--- src/rtl/cache_pkg.sv ---
// cache_pkg: shared types and helpers for the cache used-bit controller
// Provides the cycle-type enum and decoder, the flush FSM states and a one-hot helper.
package cache_pkg;
  typedef enum logic [1:0] {NOP, FETCH, READ, WRITE} cyc_t;
  typedef enum logic {S_IDLE, S_FLUSH} fsm_t;
  // rt = ~rt_n, dt = ~dt_n: fetch = rt & ~dt, read = rt & dt, write = ~rt & dt
  function automatic cyc_t cyc_decode(input logic rt_n, input logic dt_n);
    return !rt_n ? (!dt_n ? READ : FETCH) : (!dt_n ? WRITE : NOP);
  endfunction
  function automatic logic [7:0] onehot(input logic [2:0] idx);
    return 8'b1 << idx;
  endfunction
endpackage

--- src/rtl/cache_ubits_ctl_if.sv ---
// cache_ubits_ctl_if: tag-side / cycle-control bus of the used-bit controller
// master drives cyd, rt_n, dt_n, set_addr, hit_n, fmiss, lshadow, ewc_n, flush;
// slave drives used_n, wca_n, ihit_n, victim, flush_busy, mhit_err.
interface cache_ubits_ctl_if #(parameter int WAYS = 2, parameter int SETS = 256);
  localparam int SET_W = $clog2(SETS);
  logic cyd, rt_n, dt_n, fmiss, lshadow, ewc_n, flush;
  logic [SET_W-1:0] set_addr;
  logic [WAYS-1:0] hit_n, victim;
  logic used_n, wca_n, ihit_n, flush_busy, mhit_err;
  modport master(output cyd, rt_n, dt_n, set_addr, hit_n, fmiss, lshadow, ewc_n, flush,
                 input used_n, wca_n, ihit_n, victim, flush_busy, mhit_err);
  modport slave(input cyd, rt_n, dt_n, set_addr, hit_n, fmiss, lshadow, ewc_n, flush,
                output used_n, wca_n, ihit_n, victim, flush_busy, mhit_err);
endinterface

--- src/rtl/cache_ubits_array.sv ---
// cache_ubits_array: per-set {ubi, ubd, ptr} register array
// Ports: clk; read port i_rd_addr -> o_rd_ubi/o_rd_ubd/o_rd_ptr; write port i_wr_*;
// flush clear port i_clr_en/i_clr_addr (has priority over the write port).
module cache_ubits_array #(parameter int SETS = 256, parameter int PW = 1) (
  input  logic                    clk,
  input  logic [$clog2(SETS)-1:0] i_rd_addr,
  output logic                    o_rd_ubi,
  output logic                    o_rd_ubd,
  output logic [PW-1:0]           o_rd_ptr,
  input  logic                    i_wr_en,
  input  logic [$clog2(SETS)-1:0] i_wr_addr,
  input  logic                    i_wr_ubi,
  input  logic                    i_wr_ubd,
  input  logic [PW-1:0]           i_wr_ptr,
  input  logic                    i_clr_en,
  input  logic [$clog2(SETS)-1:0] i_clr_addr
);
  logic [PW+1:0] r_mem [SETS];
  always_ff @(posedge clk) begin
    if (i_clr_en) r_mem[i_clr_addr] <= '0;
    else if (i_wr_en) r_mem[i_wr_addr] <= {i_wr_ubi, i_wr_ubd, i_wr_ptr};
  end
  // Asynchronous read of the flop array: an update made on the previous edge
  // is already visible, which provides the same-set bypass.
  assign {o_rd_ubi, o_rd_ubd, o_rd_ptr} = r_mem[i_rd_addr];
endmodule

--- src/rtl/cache_ubits_ctl.sv ---
// cache_ubits_ctl: cache used-bit, allocate, victim and flush controller
// Ports: clk, reset_n (synchronous, active-low), bus (cache_ubits_ctl_if.slave).
// Optional: CACHE_UBITS_SHADOW_EN makes lshadow block allocation; otherwise lshadow is ignored.
module cache_ubits_ctl import cache_pkg::*; #(parameter int WAYS = 2, parameter int SETS = 256) (
  input logic              clk,
  input logic              reset_n,
  cache_ubits_ctl_if.slave bus
);
  localparam int SET_W = $clog2(SETS);
  localparam int PW = $clog2(WAYS);
  fsm_t r_state, w_state_nx;
  logic [SET_W-1:0] r_idx, w_idx_nx;
  logic r_ihit, r_mhit;
  cyc_t w_cyc;
  logic w_busy, w_act, w_anyhit, w_mhit, w_shadow, w_wca, w_used, w_flush_go;
  logic w_ubi, w_ubd, w_nubi, w_nubd;
  logic [PW-1:0] w_ptr, w_nptr;
`ifdef CACHE_UBITS_SHADOW_EN
  assign w_shadow = bus.lshadow;
`else
  logic w_unused_lshadow;
  assign w_unused_lshadow = bus.lshadow;
  assign w_shadow = 1'b0;
`endif
  cache_ubits_array #(.SETS(SETS), .PW(PW)) u_array (
    .clk(clk),
    .i_rd_addr(bus.set_addr),
    .o_rd_ubi(w_ubi),
    .o_rd_ubd(w_ubd),
    .o_rd_ptr(w_ptr),
    .i_wr_en(w_act),
    .i_wr_addr(bus.set_addr),
    .i_wr_ubi(w_nubi),
    .i_wr_ubd(w_nubd),
    .i_wr_ptr(w_nptr),
    .i_clr_en(w_busy),
    .i_clr_addr(r_idx)
  );
  always_comb begin
    w_cyc = cyc_decode(bus.rt_n, bus.dt_n);
    w_busy = r_state == S_FLUSH;
    w_act = bus.cyd & ~w_busy;
    w_anyhit = ~&bus.hit_n;
    w_mhit = $countones(~bus.hit_n) > 1;
    w_wca = w_act & ~bus.ewc_n & ~bus.fmiss & ~w_shadow & ((w_cyc == WRITE) | (~bus.rt_n & ~w_anyhit));
    w_used = w_act & ~w_wca & (((w_cyc == FETCH) & w_ubi) | ((w_cyc == READ) & w_ubd));
    w_nubi = (w_cyc == FETCH) ? 1'b1 : ((w_cyc == WRITE) & w_anyhit) ? 1'b0 : w_ubi;
    w_nubd = (w_cyc == READ) | w_ubd;
    // explicit wrap keeps the pointer below WAYS when WAYS is not a power of two
    w_nptr = ~w_wca ? w_ptr : (w_ptr == PW'(WAYS - 1)) ? '0 : w_ptr + 1'b1;
    w_flush_go = ~w_busy & bus.flush;
  end
  always_comb begin
    w_state_nx = r_state;
    w_idx_nx = r_idx;
    w_state_nx = w_busy ? ((r_idx == SET_W'(SETS - 1)) ? S_IDLE : S_FLUSH) : (bus.flush ? S_FLUSH : S_IDLE);
    w_idx_nx = w_busy ? r_idx + 1'b1 : '0;
  end
  always_ff @(posedge clk) begin
    if (!reset_n) begin
      r_state <= S_FLUSH;
      r_idx <= '0;
      r_ihit <= 1'b0;
      r_mhit <= 1'b0;
    end else begin
      r_state <= w_state_nx;
      r_idx <= w_idx_nx;
      r_ihit <= w_act & w_anyhit & w_used;
      r_mhit <= ~w_flush_go & (r_mhit | (w_act & w_mhit));
    end
  end
  assign bus.used_n = ~w_used;
  assign bus.wca_n = ~w_wca;
  assign bus.ihit_n = ~r_ihit;
  // array contents are undefined until the flush has swept them, so report way 0 while busy
  assign bus.victim = w_busy ? WAYS'(1) : WAYS'(onehot(3'(w_ptr)));
  assign bus.flush_busy = w_busy;
  assign bus.mhit_err = r_mhit;
endmodule

--- src/flat_wrapper.sv ---
// flat-port wrapper written by rule: the top's interface ports become plain ports
module cache_ubits_ctl_flat import cache_pkg::*;
#(parameter int WAYS = 2, parameter int SETS = 256)
  (clk, reset_n, bus_cyd, bus_rt_n, bus_dt_n, bus_set_addr, bus_hit_n, bus_fmiss, bus_lshadow, bus_ewc_n, bus_flush, bus_used_n, bus_wca_n, bus_ihit_n, bus_victim, bus_flush_busy, bus_mhit_err);
  cache_ubits_ctl_if #(.WAYS(WAYS), .SETS(SETS)) bus_i ();
  input logic clk;
  input logic reset_n;
  input wire logic [$bits(bus_i.cyd)-1:0] bus_cyd;
  input wire logic [$bits(bus_i.rt_n)-1:0] bus_rt_n;
  input wire logic [$bits(bus_i.dt_n)-1:0] bus_dt_n;
  input wire logic [$bits(bus_i.set_addr)-1:0] bus_set_addr;
  input wire logic [$bits(bus_i.hit_n)-1:0] bus_hit_n;
  input wire logic [$bits(bus_i.fmiss)-1:0] bus_fmiss;
  input wire logic [$bits(bus_i.lshadow)-1:0] bus_lshadow;
  input wire logic [$bits(bus_i.ewc_n)-1:0] bus_ewc_n;
  input wire logic [$bits(bus_i.flush)-1:0] bus_flush;
  output wire logic [$bits(bus_i.used_n)-1:0] bus_used_n;
  output wire logic [$bits(bus_i.wca_n)-1:0] bus_wca_n;
  output wire logic [$bits(bus_i.ihit_n)-1:0] bus_ihit_n;
  output wire logic [$bits(bus_i.victim)-1:0] bus_victim;
  output wire logic [$bits(bus_i.flush_busy)-1:0] bus_flush_busy;
  output wire logic [$bits(bus_i.mhit_err)-1:0] bus_mhit_err;
  assign bus_i.cyd = bus_cyd;
  assign bus_i.rt_n = bus_rt_n;
  assign bus_i.dt_n = bus_dt_n;
  assign bus_i.set_addr = bus_set_addr;
  assign bus_i.hit_n = bus_hit_n;
  assign bus_i.fmiss = bus_fmiss;
  assign bus_i.lshadow = bus_lshadow;
  assign bus_i.ewc_n = bus_ewc_n;
  assign bus_i.flush = bus_flush;
  assign bus_used_n = bus_i.used_n;
  assign bus_wca_n = bus_i.wca_n;
  assign bus_ihit_n = bus_i.ihit_n;
  assign bus_victim = bus_i.victim;
  assign bus_flush_busy = bus_i.flush_busy;
  assign bus_mhit_err = bus_i.mhit_err;
  cache_ubits_ctl #(.WAYS(WAYS), .SETS(SETS)) u_core (.clk(clk), .reset_n(reset_n), .bus(bus_i));
endmodule
--- config.mk ---
export PLATFORM = sky130hd
export DESIGN_NAME = cache_ubits_ctl_flat
export DESIGN_NICKNAME = d
export VERILOG_FILES = /design/src/rtl/cache_pkg.sv /design/src/rtl/cache_ubits_ctl_if.sv /design/src/rtl/cache_ubits_array.sv /design/src/rtl/cache_ubits_ctl.sv /design/src/flat_wrapper.sv
export SDC_FILE = /design/constraint.sdc
export NUM_CORES = 1
export LEC_CHECK = 0
export ABC_AREA = 0
export CAP_MARGIN = 5
export CORE_UTILIZATION = 40
export DETAILED_ROUTE_END_ITERATION = 7
export GPL_TIMING_DRIVEN = 0
export PLACE_DENSITY_LB_ADDON = 0.15
export SYNTH_ARGS = -nofsm -noshare
export SYNTH_HDL_FRONTEND = slang
export SYNTH_SLANG_ARGS = --single-unit
--- constraint.sdc ---
create_clock -name clk -period 15.1 [get_ports clk]
set_clock_uncertainty 0.05 [all_clocks]
set_input_delay 2.265 -clock clk [delete_from_list [all_inputs] [get_ports clk]]
set_output_delay 2.265 -clock clk [all_outputs]
set_load 0.05 [all_outputs]
# == After elaboration in Yosys (flattened, before gate mapping) ==
# Memories as Yosys holds them, arrays and structs flattened.
# Index checks and enable logic that the tools add are counted.
# word_totals
reg_bits,11
mem_bits_rw,768
inputBits,19
output_inout_bits,7
word_cells,65
mem_count,1
# op_classes
add_sub_neg,3
order_cmp,1
n_eq_ne,4
n_shift,1
mux,19
bitwise,28
reduce_logical,4
# mem_list
memory,words,word_bits,read_ports,rd_clocked_by_memory_dff,write_ports,line_no,rtl
u_core.u_array.r_mem,256,3,1,0,1,cache_ubits_array.sv:18,logic [PW+1:0] r_mem [SETS];
# op_table
cell,count
$gt 32x2->1 const B,1
$and 1x1->1,15
$mux 1,13
$add 8x1->8 const B,1
$eq 8x8->1 const B,1
$mux 2,4
$mux 8,1
$not 1->1,8
$eq 2x2->1 const B,2
$or 1x1->1,4
$reduce_and 2->1,2
$mux 3,1
$reduce_or 3->1,1
$add 1x1->2,1
$eq 2x1->1 const B,1
$not 2->2,1
$shl 1x1->2 const A,1
$add 1x1->1 const B,1
$logic_not 1->1,1

# == Logic depth before layout (Yosys ltp) ==
# logic_depth
word_depth,9
ltp_mapped,13
depth_no_buf,8

# == Cells and area by module ==
# From an unflattened synthesis, not the netlist that was laid out.
# unflattened
cells_unflattened,1809
area_unflattened_um2,31702.9
# by_module_without_submodules
module,instances,cells_each,area_per_inst_um2,seq_area_each_um2
cache_ubits_array,1,1745,31171.1,23062.1
cache_ubits_ctl,1,64,531.8,220.2

# == Worst setup path before layout ==
# OpenSTA, ideal clock, no wires.
# synth_timing
kind,input -> register
from,input port bus_set_addr[2]
to,memory u_core.u_array.r_mem[0][1] (netlist bit) (data pin)
arrival_ps,11279
required_time_ps,13351
slack_ps,2072
stages,8
path_cell_list,buf_2 clkbuf_1 nor2_1 a221o_1 a21oi_1 a2111oi_0 nand4_1 a41oi_1
# synth_between
elab_chain_len,3
# synth_lines
element,line_no,rtl
"start, declared",flat_wrapper.sv:11,input wire logic [$bits(bus_i.set_addr)-1:0] bus_set_addr;
$mem_v2 256x3,n/a,
$or 1x1->1,cache_ubits_ctl.sv:48,w_nubd = (w_cyc == READ) | w_ubd;
$mux 3 (no line),n/a,
"end, declared",cache_ubits_array.sv:18,
# Every way passes these cells.

# == Worst setup path after layout ==
# layout_timing
from,input port bus_set_addr[4]
to,output port bus_used_n
# layout_between
elab_chain_len,5
elab_cells_between_ends,6
cone_classes,bitwise: 5; memory: 1
# layout_lines
element,line_no,rtl
$mem_v2 256x3 *,n/a,
$and 1x1->1,cache_ubits_ctl.sv:46,w_used = w_act & ~w_wca & (((w_cyc == FETCH) & w_ubi) | ((w_cyc == READ) & w_ubd));
$or 1x1->1 *,cache_ubits_ctl.sv:46,
$and 1x1->1 *,cache_ubits_ctl.sv:46,
$not 1->1 *,cache_ubits_ctl.sv:72,assign bus.used_n = ~w_used;
"end, declared",flat_wrapper.sv:17,output wire logic [$bits(bus_i.used_n)-1:0] bus_used_n;
# Every way passes the cells marked *; elsewhere a longest branch is shown, timed or not.

==> run metrics <==
status complete, no violations; clk buf depth 3; DRC 0; drt first pass iters 5; Synth top cells by count 768 x edfxtp_1, 278 x nor2_1, 128 x mux4_2; number of vias per cell ~6.1; DRT iter0 DRCs 2546; Cell Chain, Critical Path clkdlybuf4s50_1, buf_1, clkbuf_1, o221ai_1, a211oi_1, nor4_1, nand2_1, a211oi_2, o31ai_1, or3_1, clkdlybuf4s50_1; largest net degree at the start of global routing 43; die extent in y about 280 um; Post-synth EDFFs 768; pre-CTS setup slack about 5400 ps; Max stage delay cell, worst path buf_1; yosys warns 0; CTS root buffer clkbuf_16; Avg Cell Area, Syn approximately 18 um^2; Synth area leader edfxtp_1; total grt overflow 0; final worst path period need 10110 ps; worst IR drop on VDD around 0.097 mV; vias in the first global route between 15000 and 20000; initial antenna violation count 0; initial core utilization about two fifths; Net Count, Synth 1787; P_leak approximately 12 nW; hold slack slightly below 500 ps; core area roughly 79000 um^2; Die Wd approximately 280 um; Mapped Cells around 1800; wire per inst approximately 35 um; final setup vio count 0; Final Slew Violations 0; Layout Area Growth over Synthesis 15.5%; TritonCTS Buffers 83; #FFs+latches synth between 700 and 800; most frequent cell after synthesis edfxtp_1; clock slew at reported path FFs about 60 ps; Arrival @ worst endpoint approximately 7800 ps; CP most frequent cell clkdlybuf4s50_1; CTS resizes 0; Post-Syn Area ~32000 um^2; Critical Path RT roughly 13000 ps; Tcrit/Tclk final 66.9%; Worst-Skew Late Latency 650 ps; I/O Pins 26; critical path type primary input to output port; sequential share of the synthesized area 72.8%; Final WS setup roughly 5000 ps; Max Clock Freq 0.0989 GHz; clk sink count 779; post-detail-place hpwl around 72000 um; Area after DPL ~34000 um^2; final WL between 100000 and 150000 um; pwr/cell area roughly 120 nW/um^2; post-synthesis cell type count 77; final cell count without fillers slightly above 3000; Nets between 1500 and 2000; CP endpoint kind output port; unrepaired setup endpoints after global routing no; largest cells by area after synthesis edfxtp_1 72%, mux4_2 9.0%, nor2_1 3.3%, mux4_1 2.5%, mux2i_1 2.4%; top cell type's share of synthesized area 72.1%; setup bufs post-CTS 0; routed vias 18400; share of cells above drive strength 1 approximately 18%; Die Area 81100 um^2; # port buffers 19; first-pass GRT wire length about 140000 um; hold buffers post-CTS 0; Max Cap Viol 0; Worst slew margin under 10%; cell row count 103; Hold Vio Cnt, Final 0; measured slew at the worst slew-check pin between 1000 and 1500 ps; Hold Path Class register to register; Synth async-reset ratio 0%; CTS tree built; Antenna Nets Post-Route 0; design area between 30000 and 40000 um^2; Final GP Congestion between 0.9 and 1; Top FF cell, synth edfxtp_1; total track usage 26.1%; Worst path max stage delay 980 ps; htree depth 3; critical path startpoint category primary input; placed cell count 2869; critical path peak fanout 10
## logic make-up (layout without fill, tap and decap cells)
| group | count (synthesis) | after routing | share of synthesized area [%] |
|---|---|---|---|
| xor+xnor | 6 | 6 | 0.164 |
| other cells | 0 | 1 | 0 |
| flops | 779 | 779 | 72.8 |
| mux | 237 | 237 | 14.0 |
| buf+inv | 126 | 327 | 2.89 |
| simple gates | 444 | 444 | 5.96 |
| compound gates | 174 | 174 | 4.21 |
| fa+ha+maj | 1 | 1 | 0.0391 |
## final cells by class
class	instances	area, um^2
fill	6624	42100
sequential	779	23300
multi-input combinational	862	7830
clock buffer	110	2260
tap	1050	1310
timing repair buffer	53	938
buffer	117	893
clock inverter	38	382
inverter	9	33.8
antenna	1	2.50
## layer usage
| layer | vias up | wire (um) | track usage, % | share of wire [%] |
|---|---|---|---|---|
| li1 | 7407 | - | - | - |
| met1 | 9688 | 42800 | 36.1 | 41 |
| met2 | 1105 | 49000 | 40.9 | 46 |
| met3 | 198 | 9780 | 5.63 | 9.3 |
| met4 | 0 | 4040 | 9.35 | 3.8 |
| met5 | - | 0 | 0 | 0 |
## registers in the layout, indices dropped and copies added, names as in the netlist
signal                 cells
u_core.u_array.r_mem     768
u_core.bus.flush_busy      1
u_core.r_idx               8
u_core.r_ihit              1
u_core.bus.mhit_err        1
## worst max-delay path: cells and delay by family
kind | cells | cell delay (ps)
compound gates | 4 | 1610
simple gates | 3 | 480
buf+inv | 4 | 3390
## metrics by stage
step	setup TNS [ps]	total power [mW]	util, %
finish	0	4.61	46.8
global route	0	4.69	46.8
CTS	0	4.61	46.7
detailed placement	0	2.63	43.4
global placement	-5629720	2.63	42.4
floorplan	0	2.52	-
## path summary, 6_finish.rpt
path	start	to	slack [ps]	cells past startpoint
setup reg to reg	u_core.u_array.r_mem[25][0]	u_core.u_array.r_mem[42][0]	10720	11
hold reg to reg	u_core.r_idx[0]	u_core.r_idx[0]	490	1
setup / recovery	bus_set_addr[4]	bus_used_n	4990	11
hold / removal	u_core.r_idx[0]	u_core.r_idx[0]	490	1
## report_power, final
| part | switching (mW) | total, mW | internal [mW] |
|---|---|---|---|
| logic | 0.167 | 0.246 | 0.0800 |
| clock network | 0.855 | 2.02 | 1.16 |
| registers | 0.00162 | 2.34 | 2.34 |
## layout by cell type (no fill, tap or decap), types with 12 or more instances in the layout
cell,n
a21oi_1,17
a22oi_1,30
buf_12,23
buf_16,16
buf_2,16
buf_6,17
buf_8,13
clkbuf_1,76
clkbuf_16,87
clkdlybuf4s50_1,19
clkinv_1,14
edfxtp_1,768
mux2i_1,75
mux4_1,30
mux4_2,128
nand2_1,76
nand3_1,12
nor2_1,277
nor3_1,14
o21ai_0,14
o221ai_1,22
o22ai_1,13
Power figures use the tool's default switching activity.
